[src/rtl/tlp_xcvr_pkg.sv]
// Shared C2F geometry for the TLP transceiver: chunk index and QW-offset types.
package tlp_xcvr_pkg;

  localparam int unsigned C2F_CHUNKSIZE = 128;
  localparam int unsigned C2F_CI_W      = 2;
  localparam int unsigned C2F_CO_W      = $clog2(C2F_CHUNKSIZE / 8);

  typedef logic [C2F_CI_W-1:0] C2FChunkIndex;
  typedef logic [C2F_CO_W-1:0] C2FChunkOffset;

endpackage

[src/rtl/c2f_chunk_buffer.sv]
// Card-to-FPGA chunk ring: host fills and commits chunks, consumer reads and acks them.
// One slot is always kept empty so equal indices unambiguously mean empty.
module c2f_chunk_buffer
  import tlp_xcvr_pkg::*;
#(
  parameter bit STRICT_COMMIT = 1'b1
) (
  input  logic          sysClk_in,
  input  logic          sysReset_in,
  input  logic          wrValid_in,
  input  C2FChunkIndex  wrChunk_in,
  input  C2FChunkOffset wrOffset_in,
  input  logic [63:0]   wrData_in,
  input  logic          commit_in,
  output C2FChunkIndex  wrIndex_out,
  output C2FChunkIndex  rdIndex_out,
  input  logic          dtAck_in,
  input  C2FChunkOffset rdOffset_in,
  output logic [63:0]   rdData_out,
  output logic          full_out,
  output logic [3:0]    errFlags_out
);

  localparam int unsigned CI         = $bits(C2FChunkIndex);
  localparam int unsigned CO         = $bits(C2FChunkOffset);
  localparam int unsigned NUM_CHUNKS = 2 ** CI;
  localparam int unsigned CHUNK_QWS  = 2 ** CO;
  localparam int unsigned DEPTH      = NUM_CHUNKS * CHUNK_QWS;

  C2FChunkIndex         wr_idx_q, wr_idx_d;
  C2FChunkIndex         rd_idx_q, rd_idx_d;
  logic [CHUNK_QWS-1:0] map_q, map_d;
  logic [3:0]           err_q, err_d;
  logic [63:0]          rd_data_q;
  logic [63:0]          mem_q [DEPTH];

  logic                 full;
  logic                 wr_accept;
  logic [CHUNK_QWS-1:0] map_set;
  logic [CHUNK_QWS-1:0] map_with;
  logic                 map_complete;
  logic                 commit_ok;
  logic                 commit_rej;
  logic                 ack_ok;
  logic                 ack_under;

  always_comb begin
    full      = (C2FChunkIndex'(wr_idx_q + 1'b1) == rd_idx_q);
    wr_accept = wrValid_in && (wrChunk_in == wr_idx_q) && !full;

    map_set = '0;
    if (wr_accept) begin
      map_set[wrOffset_in] = 1'b1;
    end
    // A write landing in the commit cycle counts toward completeness.
    map_with     = map_q | map_set;
    map_complete = &map_with;

    commit_ok  = commit_in && !full && (!STRICT_COMMIT || map_complete);
    commit_rej = commit_in && !commit_ok;
    ack_ok     = dtAck_in && (wr_idx_q != rd_idx_q);
    ack_under  = dtAck_in && (wr_idx_q == rd_idx_q);

    wr_idx_d = commit_ok ? C2FChunkIndex'(wr_idx_q + 1'b1) : wr_idx_q;
    rd_idx_d = ack_ok ? C2FChunkIndex'(rd_idx_q + 1'b1) : rd_idx_q;
    map_d    = commit_ok ? '0 : map_with;
    err_d    = err_q | {commit_ok && !map_complete, ack_under, commit_rej,
                        wrValid_in && !wr_accept};
  end

  always_ff @(posedge sysClk_in or posedge sysReset_in) begin
    if (sysReset_in) begin
      wr_idx_q <= '0;
      rd_idx_q <= '0;
      map_q    <= '0;
      err_q    <= '0;
    end else begin
      wr_idx_q <= wr_idx_d;
      rd_idx_q <= rd_idx_d;
      map_q    <= map_d;
      err_q    <= err_d;
    end
  end

  // RAM is deliberately not reset; a reset only discards chunks via the indices.
  always_ff @(posedge sysClk_in) begin
    if (wr_accept) begin
      mem_q[{wr_idx_q, wrOffset_in}] <= wrData_in;
    end
  end

  // Same-address read during a write returns the pre-write contents.
  always_ff @(posedge sysClk_in or posedge sysReset_in) begin
    if (sysReset_in) begin
      rd_data_q <= '0;
    end else begin
      rd_data_q <= mem_q[{rd_idx_q, rdOffset_in}];
    end
  end

  assign wrIndex_out  = wr_idx_q;
  assign rdIndex_out  = rd_idx_q;
  assign rdData_out   = rd_data_q;
  assign full_out     = full;
  assign errFlags_out = err_q;

endmodule

[config.mk]
export PLATFORM = sky130hd
export DESIGN_NAME = c2f_chunk_buffer
export DESIGN_NICKNAME = d
export VERILOG_FILES = /design/src/rtl/tlp_xcvr_pkg.sv /design/src/rtl/c2f_chunk_buffer.sv
export SDC_FILE = /design/constraint.sdc
export NUM_CORES = 2
export LEC_CHECK = 0
export CORE_UTILIZATION = 40
export CTS_CLUSTER_SIZE = 40
export DETAILED_ROUTE_END_ITERATION = 10
export PLACE_DENSITY = 0.62
export SLEW_MARGIN = 20
export SYNTH_ARGS = -nofsm -noshare
export SYNTH_HDL_FRONTEND = slang
export SYNTH_SLANG_ARGS = --single-unit
[constraint.sdc]
create_clock -name sysClk_in -period 6.65 [get_ports sysClk_in]
set_clock_uncertainty 0.15 [all_clocks]
set_input_delay 1.33 -clock sysClk_in [delete_from_list [all_inputs] [get_ports sysClk_in]]
set_output_delay 1.33 -clock sysClk_in [all_outputs]
set_load 0.01 [all_outputs]
==> impl_metrics.tcl <==
set metrics [dict create \
    status "finished, final reports clean" \
    final.setup.tns_ns 0 \
    hpwl_microns 213000 \
    antenna_left 0 \
    fin_ws_ns 1.75 \
    placeableCoreArea_sq_um 392000 \
    end_kind "register" \
    grt_pass1_vias 73100 \
    busiest_layer "met2" \
    die_w_microns 630 \
    final_common_cell "edfxtp_1" \
    seq_area_frac_synth 0.795 \
    drv_cap 0 \
    grt_overflow 0 \
    fp-row-count 230 \
    clockBufferDepth 4 \
    r2r_slack_ns 1.75 \
    cts_max_level 5 \
    yosys_warnings 0 \
    die_y_microns 630 \
    stdcell_area_sq_um 182000 \
    ctsResizeCount 0 \
    clkLatencyLatePin_ns 1.01 \
    die_area_sq_um 396000 \
    synth.cell_area_sq_um 158000 \
    placed_cell_area_sq_um 168000 \
    avgSynthCellArea_sq_um 26.2 \
    p_per_area_nw_per_um2 300 \
    drt-initial-drc-count 9708 \
    wire_per_inst_microns 35.1 \
    hold_path_depth 0 \
    io_buffers 151 \
    first_pass_iters 6 \
    start_util 0.402 \
    io_pins 152 \
    grt_util_all_layers 0.213 \
    drt-total-wl_microns 424000 \
    mostFrequentLayoutCells "edfxtp_1 (4096), mux4_2 (1344), clkbuf_16 (419)" \
    use_met1 0.301 \
    rsz0062_at_grt "no" \
    post-place-ws_ns 1.29 \
    start_kind "register" \
    grt_antenna_before_repair 20 \
    period_needed_ns 4.90 \
    slew-limit-headroom 0.228 \
    syn2layout_area_growth_pct 15.2 \
    timing.rr.end "mem_q[25][60]$_DFFE_PP_" \
    ir_drop_v 0.000225 \
    clock.fmax_mhz 204 \
    r2r-start "wrIndex_out[0]$_DFFE_PP0P_" \
    gp_congestion 0.773 \
    cts_inserted_buffers 410 \
    cts_root_buf "clkbuf_16" \
    hold_class "register to register" \
    worstSetupPathType "register to register" \
    synth_cells 6008 \
    syn_nets 6091 \
    hold_viol 0 \
    holdPathEnd "errFlags_out[3]$_DFF_PP0_" \
    hp-start "errFlags_out[3]$_DFF_PP0_" \
    grt_pass1_wl_microns 589000 \
    layout.cells.non_filler 12100 \
    cp_max_fo 17 \
    tightestPinTransition_ns 1.16 \
    met2_usage 0.346 \
    post_cts_buffers 0 \
    min_period_over_period 0.737 \
    cp.arrival_ns 5.40 \
    drc 0 \
    vias 72300 \
    cts_tree "built" \
    cts_sinks 4184 \
    gr-usage-met3 0.0315 \
    synth-seq-cells 4184 \
    nets 6571 \
    drive_gt1_frac 0.338 \
    drv_slew 0 \
    clk_pin_slew_ns 0.06 \
    grt_start_max_net_pins 96 \
    worst-endpoint-required_ns 7.15 \
    via_per_inst 5.99 \
    p_leak_nw 55.5 \
    hold_buffers 0 \
    ff2ff_path_depth 8 \
    yosysUniqueCellTypes 33 \
    dp_cells 11300 \
    setup_viol 0 \
]
-- per-layer routing --
metal,share of wire,wire (microns),vias to the layer above
met5,0.00017,71,-
li1,-,-,27500
met4,0.029,12300,10
met2,0.49,208000,3689
met3,0.084,35500,692
met1,0.40,169000,40400
-- state kept, by name, summed over array words and instances, names as in the netlist --
signal and count:
mem_q 4096, rdData_out 64, map_q 16, errFlags_out 4
rdIndex_out 2, wrIndex_out 2
-- cell usage after synthesis (all sizes together) --
cell type  instances  area share
edfxtp          4096        0.78
mux4            1344        0.19
clkbuf           231      0.0055
dfrtp             88       0.014
nor2              86      0.0020
buf               80      0.0020
nand2             23     0.00055
a31oi             10     0.00040
a21oi              7     0.00022
inv                5     0.00012
xor2               5     0.00028
and2               4     0.00016
ha                 4     0.00032
nor2b              4     0.00016
xnor2              3     0.00017
mux2               2     0.00014
mux2i              2     0.00013
o21bai             2    0.000095
a2111oi            1     0.00017
a21o               1    0.000048
nand3              1    0.000032
nand3b             1    0.000048
nor3               1    0.000032
nor3b              1     0.00012
nor4               1    0.000040
nor4b              1    0.000056
o21ai              1    0.000032
o221ai             1    0.000056
o31ai              1    0.000048
or4                1    0.000071
-- cell families after synthesis --
group                    share of synthesized area
AND/OR/NAND/NOR                            0.00331
multiplexers                                 0.192
XOR/XNOR                                  0.000445
flip-flops                                   0.795
AO/OA/AOI/OAI                              0.00107
adder cells (fa/ha/maj)                   0.000318
buffers and inverters                      0.00758
-- critical path, cell delays in order (launching register included) --
cell	delay [ns]
dfrtp_1	0.58
inv_1	0.19
ha_1	0.43
xnor2_1	0.19
a2111oi_4	0.93
nand2_1	0.24
buf_4	0.36
nor2_4	0.94
buf_4	0.44
-- power breakdown --
group	total (W)	switching (W)	internal, W
sequential	0.0291	0.0000498	0.0290
combinational	0.00228	0.00127	0.00101
clock	0.0232	0.00997	0.0132
total	0.0545	0.0113	0.0432
-- cell type report --
class | count | area, sq um
fill | 31300 | 211000
clock inverter | 245 | 2290
inverter | 5 | 23.8
multi-input combinational | 1508 | 31600
antenna | 12 | 30.0
clock buffer | 523 | 11100
tap | 5220 | 6530
timing repair buffer | 379 | 4690
sequential | 4184 | 125000
-- stage by stage --
step | power (W) | utilization | hold WS [ns]
CTS | 0.0549 | 0.462 | 0.243
floorplan | 0.0309 | - | 0.310
detailed placement | 0.0320 | 0.428 | 0.230
finish | 0.0545 | 0.463 | 0.232
global placement | 0.0319 | 0.428 | 0.219
global route | 0.0559 | 0.463 | 0.255
-- worst max path at each step --
| stage | cells past startpoint | slack, ns | from | endpoint |
|---|---|---|---|---|
| after floorplan | 6 | 0.71 | wrChunk_in[1] | mem_q[17][0]$_DFFE_PP_ |
| after global placement | 7 | 1.12 | wrChunk_in[1] | mem_q[25][62]$_DFFE_PP_ |
| after detailed placement | 7 | 1.29 | wrChunk_in[1] | mem_q[25][60]$_DFFE_PP_ |
| after CTS | 8 | 1.83 | wrIndex_out[0]$_DFFE_PP0P_ | mem_q[25][60]$_DFFE_PP_ |
| after global routing | 10 | 1.65 | wrIndex_out[0]$_DFFE_PP0P_ | wrIndex_out[1]$_DFFE_PP0P_ |
| final | 8 | 1.75 | wrIndex_out[0]$_DFFE_PP0P_ | mem_q[25][60]$_DFFE_PP_ |
Note: power is estimated with default switching activity, not from simulation.
==> variant (same flow settings) <==
Add an input register stage for `wrOffset_in` and `rdOffset_in`, without a reset; this delays them by one clock. The other inputs are not delayed to match.
--- a/src/rtl/c2f_chunk_buffer.sv
+++ b/src/rtl/c2f_chunk_buffer.sv
@@ -27,6 +27,14 @@
   localparam int unsigned CHUNK_QWS  = 2 ** CO;
   localparam int unsigned DEPTH      = NUM_CHUNKS * CHUNK_QWS;
 
+  C2FChunkOffset wrOffset_q;
+  C2FChunkOffset rdOffset_q;
+
+  always_ff @(posedge sysClk_in) begin
+    wrOffset_q <= wrOffset_in;
+    rdOffset_q <= rdOffset_in;
+  end
+
   C2FChunkIndex         wr_idx_q, wr_idx_d;
   C2FChunkIndex         rd_idx_q, rd_idx_d;
   logic [CHUNK_QWS-1:0] map_q, map_d;
@@ -50,7 +58,7 @@
 
     map_set = '0;
     if (wr_accept) begin
-      map_set[wrOffset_in] = 1'b1;
+      map_set[wrOffset_q] = 1'b1;
     end
     // A write landing in the commit cycle counts toward completeness.
     map_with     = map_q | map_set;
@@ -85,7 +93,7 @@
   // RAM is deliberately not reset; a reset only discards chunks via the indices.
   always_ff @(posedge sysClk_in) begin
     if (wr_accept) begin
-      mem_q[{wr_idx_q, wrOffset_in}] <= wrData_in;
+      mem_q[{wr_idx_q, wrOffset_q}] <= wrData_in;
     end
   end
 
@@ -94,7 +102,7 @@
     if (sysReset_in) begin
       rd_data_q <= '0;
     end else begin
-      rd_data_q <= mem_q[{rd_idx_q, rdOffset_in}];
+      rd_data_q <= mem_q[{rd_idx_q, rdOffset_q}];
     end
   end
 
Check against the original RTL: not settled (the Yosys comparison gave no result); the edit may change what the design does.
==> variant against the unedited design <==
Setup slack improved by 0.46 ns. Non-clock buffer count rose by 24. Combinational power increased by 8.8%. Synthesized area rose by 0.10%. Highest routed layer unchanged. Critical path type is now flip-flop to primary output. Sequential cell count grew 8. Critical endpoint is now full_out. Clock power hardly changed. Routed wire length decreased by 4.8%. Design area decreased by 0.14%. Power is 0.48% higher. Register-to-register slack better by 0.58 ns. Sequential share of layout area is 0.19 points higher.
==> variant: results <==
group,metric,value,unit
yosys,synthAdderAreaFrac,0.03174,%
finish,largest-register,"mem_q",
power_and_ir_drop,peakVddDrop,233.1,uV
setup_path,crit_end,"full_out",
placed_design,placed_area,167700,um2
drt,drtIter0Drc,9341,
global_routing,grtUsageTotal,20.20,%
yosys,synth_fp_nets,6099,
yosys,synth_edf_count,4096,
yosys,yosysSeqAreaShare,79.50,%
setup_path,path_max_fanout,8,
yosys,synth_xor_area_share,0.04444,%
placed_design,gp_congestion,0.8107,
placed_design,dp_hpwl,227300,um
yosys,synth_area_leaders,"edfxtp_1 (78%), mux4_2 (19%), dfrtp_1 (1.4%), clkbuf_1 (0.55%), nor2_1 (0.20%)",
setup_path,crit_family,"buffers and inverters",
outcome,outcome,"complete, no violations",
clocking,clk-insertion-delay-late,0.99,ns
setup_path,worstReg2RegEnd,"mem_q[52][19]",
global_routing,grt_max_degree,111,
sta,min_period_over_period,66.84,%
power_and_ir_drop,leakage,0.05555,uW
drt,vias_per_cell,5.824,
power_and_ir_drop,comb-power,2480,uW
setup_path,slowest_delay,0.56,ns
global_routing,antenna_found_initial,36,
yosys,synthMuxAreaShare,19.22,%
setup_path,reg2reg_setup_slack,2.33,ns
yosys,synth_cell_types,34,
yosys,synth_compound_area_share,0.1071,%
global_routing,grt_pass1_vias,72370,
global_routing,grt_pass1_wl,569000,um
power_and_ir_drop,power_frac_comb,4.5,%
setup_path,r2r.worst_path.cells,9,
drt,first_pass_iters,5,
worst_hold_path,min_to,"errFlags_out[3]",
sta,tightest_slew,1.252,ns
yosys,avgSynthCellArea,26.21,um2
drt,dr_total_vias,70770,
finish,drive_gt1_share,33.88,%
drt,routed_wl,403800,um
yosys,async_flop_share,2.099,%
placed_design,preCtsSetupSlack,1.738,ns
setup_path,worstPathArrival,2.96,ns
power_and_ir_drop,power_switching,11520,uW
placed_design,dp_cells,11330,
setup_path,crit_slowest_cell,"clkdlybuf4s50_1",
finish,nNetsFinal,6613,
worst_hold_path,min_path_type,"flip-flop to flip-flop",
sta,timing.hold.ws,0.2236,ns
clocking,numCtsBuffers,420,
-- variant: cell count changes in the layout (fill, tap and decap cells not counted), sizes merged --
cell           unedited run  this run
inv                      14        26
clkinv                  186       185
dfxtp                     0         8
buf                     295       308
clkinvlp                 15        11
bufinv                   35        33
diode                    12        58
clkdlybuf4s50            84        94
clkbuf                  523       517
-- variant: layout make-up --
| type | instances | area, um2 |
|---|---|---|
| fill | 31730 | 211300 |
| sequential | 4192 | 125400 |
| multi-input combinational | 1508 | 31600 |
| clock buffer | 516 | 11130 |
| tap | 5220 | 6531 |
| timing repair buffer | 403 | 4177 |
| clock inverter | 250 | 2260 |
| antenna | 58 | 145.1 |
| inverter | 5 | 23.77 |
-- variant: metal layers --
layer	share of wire, %	vias to the layer above	GRT usage (%)
met5	0.011	-	0
li1	-	27610	-
met3	8.0	540	3.219
met1	41	39400	28.99
met2	48	3219	32.44
met4	2.6	8	5.245
